--- config.mk ---
export PLATFORM = sky130hd
export DESIGN_NAME = converter
export DESIGN_NICKNAME = d
export VERILOG_FILES = /design/src/rtl/converter.sv
export SDC_FILE = /design/constraint.sdc
export NUM_CORES = 1
export LEC_CHECK = 0
export ABC_AREA = 0
export CAP_MARGIN = 20
export CORE_ASPECT_RATIO = 0.75
export CORE_UTILIZATION = 55
export DETAILED_ROUTE_END_ITERATION = 10
export PLACE_DENSITY = 0.79
export SLEW_MARGIN = 25
export SYNTH_ARGS = -nofsm -noshare
export SYNTH_HDL_FRONTEND = slang
export SYNTH_SLANG_ARGS = --single-unit
--- constraint.sdc ---
create_clock -name clk -period 1.2 [get_ports clk]
set_clock_uncertainty 0.2 [all_clocks]
set_input_delay 0.24 -clock clk [delete_from_list [all_inputs] [get_ports clk]]
set_output_delay 0.24 -clock clk [all_outputs]
set_load 0.05 [all_outputs]
--- src/rtl/converter.sv ---
// converter: single-precision (binary32) floating-point adder/subtractor.
// Subtraction is performed by presenting B with its sign bit inverted.
// Denormal inputs are flushed to signed zero; rounding is round-to-nearest-even.
// The whole datapath is combinational ahead of a single output register bank,
// so results appear one clock after their operands are sampled.
//
// Ports:
//   clk       rising-edge clock
//   rst       asynchronous active-high reset (clears all outputs)
//   A, B      binary32 operands, sampled every rising edge
//   result    registered A+B, binary32
//   overflow  registered; sum rounded to infinity
//   underflow registered; nonzero sum flushed to zero
//   exception registered; NaN input or Inf + -Inf
module converter #(
  parameter int XLEN = 32
) (
  input  logic            clk,
  input  logic            rst,
  input  logic [XLEN-1:0] A,
  input  logic [XLEN-1:0] B,
  output logic [XLEN-1:0] result,
  output logic            overflow,
  output logic            underflow,
  output logic            exception
);

  localparam logic [31:0] QNAN = 32'h7FC0_0000;

  logic        sa, sb, sl;
  logic [7:0]  ea, eb, el, es, diff;
  logic [23:0] ma, mb, ml, ms;
  logic        a_nan, b_nan, a_inf, b_inf, a_zero, b_zero, swap;
  logic [26:0] ext_s, lost_mask, aligned, dif, mant;
  logic [27:0] sum;
  logic [4:0]  lzc;
  logic        cancel, round_up;
  logic [24:0] rnd;
  logic [22:0] frac;
  logic signed [9:0] exp_w;

  logic [31:0] result_n;
  logic        overflow_n, underflow_n, exception_n;

  always_comb begin
    // Unpack; exp==0 flushes the significand to zero
    sa     = A[31];
    sb     = B[31];
    ea     = A[30:23];
    eb     = B[30:23];
    ma     = (ea != 8'd0) ? {1'b1, A[22:0]} : 24'd0;
    mb     = (eb != 8'd0) ? {1'b1, B[22:0]} : 24'd0;
    a_nan  = (ea == 8'hFF) && (A[22:0] != 23'd0);
    b_nan  = (eb == 8'hFF) && (B[22:0] != 23'd0);
    a_inf  = (ea == 8'hFF) && (A[22:0] == 23'd0);
    b_inf  = (eb == 8'hFF) && (B[22:0] == 23'd0);
    a_zero = (ea == 8'd0);
    b_zero = (eb == 8'd0);

    // Larger magnitude first
    swap = {eb, mb} > {ea, ma};
    sl   = swap ? sb : sa;
    el   = swap ? eb : ea;
    es   = swap ? ea : eb;
    ml   = swap ? mb : ma;
    ms   = swap ? ma : mb;
    diff = el - es;

    // Align smaller significand with guard/round/sticky
    ext_s     = {ms, 3'b000};
    lost_mask = '0;
    if (diff >= 8'd26) begin
      aligned = (ms != 24'd0) ? 27'd1 : 27'd0;
    end else begin
      aligned   = ext_s >> diff;
      lost_mask = (27'd1 << diff) - 27'd1;
      if ((ext_s & lost_mask) != 27'd0) aligned[0] = 1'b1;
    end

    sum    = '0;
    dif    = '0;
    lzc    = '0;
    cancel = 1'b0;
    exp_w  = $signed({2'b00, el});
    if (sa == sb) begin
      sum = {1'b0, ml, 3'b000} + {1'b0, aligned};
      if (sum[27]) begin
        mant  = {sum[27:2], sum[1] | sum[0]};
        exp_w = exp_w + 10'sd1;
      end else begin
        mant = sum[26:0];
      end
    end else begin
      dif    = {ml, 3'b000} - aligned;
      cancel = (dif == 27'd0);
      // Highest set bit wins since the scan runs upward
      for (int unsigned i = 0; i < 27; i++) begin
        if (dif[i]) lzc = 5'(26 - i);
      end
      // A left shift of 2+ only happens when alignment shifted by <= 1,
      // so the sticky bit is zero and the shift is exact
      mant  = dif << lzc;
      exp_w = exp_w - $signed({5'b00000, lzc});
    end

    // Round to nearest even; a mantissa carry renormalizes
    round_up = mant[2] & (mant[1] | mant[0] | mant[3]);
    rnd      = {1'b0, mant[26:3]} + {24'd0, round_up};
    if (rnd[24]) begin
      frac  = rnd[23:1];
      exp_w = exp_w + 10'sd1;
    end else begin
      frac = rnd[22:0];
    end

    result_n    = '0;
    overflow_n  = 1'b0;
    underflow_n = 1'b0;
    exception_n = 1'b0;
    if (a_nan || b_nan || (a_inf && b_inf && (sa != sb))) begin
      result_n    = QNAN;
      exception_n = 1'b1;
    end else if (a_inf) begin
      result_n = A;
    end else if (b_inf) begin
      result_n = B;
    end else if (a_zero && b_zero) begin
      result_n = {sa & sb, 31'd0};
    end else if (a_zero) begin
      result_n = B;
    end else if (b_zero) begin
      result_n = A;
    end else if (cancel) begin
      result_n = '0;
    end else if (exp_w >= 10'sd255) begin
      result_n   = {sl, 8'hFF, 23'd0};
      overflow_n = 1'b1;
    end else if (exp_w <= 10'sd0) begin
      result_n    = {sl, 31'd0};
      underflow_n = 1'b1;
    end else begin
      result_n = {sl, exp_w[7:0], frac};
    end
  end

  always_ff @(posedge clk or posedge rst) begin
    if (rst) begin
      result    <= '0;
      overflow  <= 1'b0;
      underflow <= 1'b0;
      exception <= 1'b0;
    end else begin
      result    <= result_n;
      overflow  <= overflow_n;
      underflow <= underflow_n;
      exception <= exception_n;
    end
  end

endmodule

==> results of run 1 <==
[stage by stage]
stage	cells	hold WS (ps)	cell area, um2	utilization (%)	TNS, ps
2_1_floorplan	2082	-12.9	14800	-	-338870
3_3_place_gp	3218	437	22100	88.5	-341760
3_5_place_dp	3218	439	22100	88.5	-378690
[cells by family after synthesis]
| logic type | count (synthesis) |
|---|---|
| AND/OR/NAND/NOR | 819 |
| AO/OA/AOI/OAI | 695 |
| buffers and inverters | 242 |
| multiplexers | 110 |
| adder cells (fa/ha/maj) | 96 |
| XOR/XNOR | 85 |
| flip-flops | 35 |
==> out/results.ini, run 1 <==
[logic_synthesis]
synthAdderAreaFrac_pct = 8.71
synth-seq-area-share_pct = 6.27
synth-seq-cells = 35
synthArstFlopShare_pct = 100
ys_warn_count = 0
yosysTopAreaCellShare_pct = 8.42
avgSynthCellArea_um2 = 6.71
synth-edff-count = 0
syn-cell-area_um2 = 14000
synth_xor_area_share_pct = 5.47
synth.most_common_cell = nand2_1
synthSimpleGateAreaFrac_pct = 29.0
synthTopCellsByArea = ha_1, nand2_1, dfrtp_1
syn-num-nets = 2244
syn_inst = 2082
synth_compound_area_share_pct = 34.0
synthMuxAreaShare_pct = 8.98
yosysTopAreaCell = ha_1
synth_common_cells = nand2_1, nor2_1, a21oi_1
synth_top_family_by_area = compound AO/OA/AOI/OAI gates
synth_cell_type_count = 118
ys.flop_type = dfrtp_1

[die]
rows = 50
pin_count = 101
initial_utilization_pct = 55.9
die_y_um = 140
dieWidth_um = 186

[outcome]
status = did not finish
haltStage = 4_1_cts
error = [ERROR DPL-0033] detailed placement checks failed during check placement.

[placed_design]
port-buffer-count = 100
dp_hpwl_mm = 70.9
post-place-ws_ps = -11370
routabilityCongestion = 1.28

[clock_tree]
clock-root-buffer = clkbuf_16
post-cts-setup-buffer-count = 106
htreeDepth = 2
cts_buffer_depth = 2
cts_resized = 507
clkSinkCount = 35
hold_buffers = 0
cts_buffers = 5

==> run 2, diff against run 1 <==
--- a/config.mk
+++ b/config.mk
@@ -7,10 +7,9 @@
 export LEC_CHECK = 0
 export ABC_AREA = 0
 export CAP_MARGIN = 20
-export CORE_ASPECT_RATIO = 0.75
-export CORE_UTILIZATION = 55
+export CORE_UTILIZATION = 40
 export DETAILED_ROUTE_END_ITERATION = 10
-export PLACE_DENSITY = 0.79
+export PLACE_DENSITY_LB_ADDON = 0.15
 export SLEW_MARGIN = 25
 export SYNTH_ARGS = -nofsm -noshare
 export SYNTH_HDL_FRONTEND = slang
==> constraint.sdc (replaced) <==
create_clock -name clk -period 1.6 [get_ports clk]
set_clock_uncertainty 0.2 [all_clocks]
set_input_delay 0.32 -clock clk [delete_from_list [all_inputs] [get_ports clk]]
set_output_delay 0.32 -clock clk [all_outputs]
set_load 0.05 [all_outputs]
==> run 2 against run 1 <==
The flow now finishes, with violations (setup timing). Synthesized cell count unchanged. Area after synthesis stayed put.
==> out/results.ini, run 2 <==
[outcome]
status = finished with violations  ; was did not finish
violations = setup timing

[clock_tree]
cts_tree = yes
htreeDepth = 2  ; unchanged
clkSinkCount = 35  ; unchanged
hold_buffers = 0  ; unchanged
clkTransAtPathRegs_ps = 50
clock-root-buffer = clkbuf_16  ; unchanged
cts_buffer_depth = 2  ; unchanged
cts_buffers = 5  ; unchanged

[logic_synthesis]
synthArstFlopShare_pct = 100  ; unchanged
syn-cell-area_um2 = 14000  ; unchanged
syn_inst = 2082  ; unchanged
synth-edff-count = 0  ; unchanged
yosysTopAreaCell = ha_1  ; unchanged
avgSynthCellArea_um2 = 6.71  ; unchanged
synth_common_cells = nand2_1, nor2_1, a21oi_1  ; unchanged
synthAdderAreaFrac_pct = 8.71  ; unchanged
synthMuxAreaShare_pct = 8.98  ; unchanged
synthTopCellsByArea = ha_1, nand2_1, dfrtp_1  ; unchanged
synth_cell_type_count = 118  ; unchanged
ys.flop_type = dfrtp_1  ; unchanged
synth_xor_area_share_pct = 5.47  ; unchanged
synth.most_common_cell = nand2_1  ; unchanged
synth_top_family_by_area = compound AO/OA/AOI/OAI gates  ; unchanged
synthSimpleGateAreaFrac_pct = 29.0  ; unchanged
synth-seq-cells = 35  ; unchanged
synth_compound_area_share_pct = 34.0  ; unchanged
yosysTopAreaCellShare_pct = 8.42  ; unchanged
syn-num-nets = 2244  ; unchanged
synth-seq-area-share_pct = 6.27  ; unchanged
ys_warn_count = 0  ; unchanged

[setup_path]
crit_top_cell = buf_4
crit_path_start_kind = input pin
required_ps = 1570
crit_fanout = 8
cpPeakStageDelay_ps = 500
arrival_ps = 10850
cp_slowest_cell = mux4_2
worstSetupStartpoint = A[28]
endpoint = result[0]
endpoint_kind = register
setup.worst_path.class = input pin to register

[route]
drt_first_pass_iters = 7
viasPerCell = 6.14
vias = 21300
routed_wl_mm = 80.3
wl_per_cell_um = 23.1
drtIter0Drc = 2591
drc = 0
ant_nets = 0

[cells_and_area]
final_common_cell = buf_4
regMostFlops = result
areaGrowthSynthToFinish_pct = 79.6
nets = 3178
final_util_pct = 72.8
largest_reg_flops = 32
drive_gt1_share_pct = 47.4
layout_common_cells = buf_4, nand2_1, nor2_1
n_antenna_cell = 0

[power]
p_per_area_nw_per_um2 = 1050
p_leak_nw = 11.7
ir_drop_mv = 1.11
total_power_mw = 26.4

[timing]
setup_ws_ps = -9280
final-max-slew-violation-count = 0
min_period_over_period_pct = 680
clock.fmax_mhz = 91.9
setup_viol = 35
setup-tns-final_ps = -310630
worst_pin_slew_ps = 700
hold_viol = 0
rsz0062_at_grt = true
maxSlewHeadroom_pct = 53.0
fin_crit_ps = 10880

[run]
cap_viol_max_count = 0

[global_route]
antenna_found_initial = 0
grt_pass1_vias = 20400
grt_max_degree = 38
grt-ovfl-total = 0
grt_pass1_wl_mm = 118
track_usage_pct = 42.4

[die]
dieWidth_um = 189  ; was 186 um
pin_count = 101  ; unchanged
die_y_um = 189  ; was 140 um
rows = 68  ; was 50
core_area_um2 = 34500
dieArea_um2 = 35700
initial_utilization_pct = 40.5  ; was 55.9%

[worst_hold_path]
hold_class = input pin to async pin

[placed_design]
port-buffer-count = 100  ; unchanged
post-place-ws_ps = -10230  ; was -11370 ps
dp_hpwl_mm = 63.6  ; was 70.9 mm
routabilityCongestion = 1.08  ; was 1.28

[run 2: cell counts after synthesis]
Identical to the previous run, type by type.
[run 2: worst min-delay path by stage]
| stage | from | cells after the start | endpoint |
|---|---|---|---|
| after floorplan | B[10] | 2 | result[10] |
| after global placement | rst | 3 | underflow |
| after detailed placement | rst | 3 | result[5] |
| after CTS | rst | 3 | result[26] |
| after global routing | rst | 3 | result[12] |
| final | rst | 3 | result[10] |
[run 2: through the flow]
step / hold slack, ps / instances / cell area (um2)
after CTS: 243 / 3422 / 24100
after detailed placement: 529 / 3358 / 22400
after floorplan: 258 / 2082 / 14800
after global placement: 480 / 3358 / 22400
after global routing: 325 / 3471 / 25100
final: 304 / 3471 / 25100
[run 2: cell families after synthesis]
group | count (synthesis)
buffers and inverters | 242
AND/OR/NAND/NOR | 819
multiplexers | 110
XOR/XNOR | 85
AO/OA/AOI/OAI | 695
flip-flops | 35
adder cells (fa/ha/maj) | 96
[run 2: layer usage]
metal,vias up,wire [um],track usage [%]
li1,9619,-,-
met1,10100,32300,55.6
met2,1229,35700,67.4
met3,331,7630,6.95
met4,0,4640,19.8
met5,-,0,0
[run 2: final cells by class]
cell class	count	area (um2)
multi-input cells	1808	14200
clock buffers	6	139
clock inverters	1	5.00
repair buffers	1054	8890
flip-flops and latches	35	876
inverters	112	437
well taps	455	569
fillers	2699	9380
[run 2: critical path, delay by kind of cell]
family / cells / cell delay, ps
AOI/OAI and AO/OA: 19 / 4150
xor gates and xnor gates: 1 / 280
adders and majority gates: 3 / 480
buffers and inverters: 9 / 1540
muxes: 2 / 600
and+or+nand+nor: 16 / 3480
[run 2: what timing repair did]
action / 4_1_cts / 5_1_grt
endpoints found under the setup margin: 35 / 35
setup buffers: 51 / 49
cloned: 8 / 2
pin swaps: 123 / 78
gates resized for setup: 345 / 176
[run 2: power by group]
| part | switching [mW] | leakage, nW | internal, mW |
|---|---|---|---|
| clock network | 0.354 | 0.0727 | 0.607 |
| registers | 0.356 | 0.424 | 1.23 |
| logic | 12.6 | 11.2 | 11.2 |
| total | 13.3 | 11.7 | 13.1 |
Note: power is estimated with default switching activity, not from simulation.
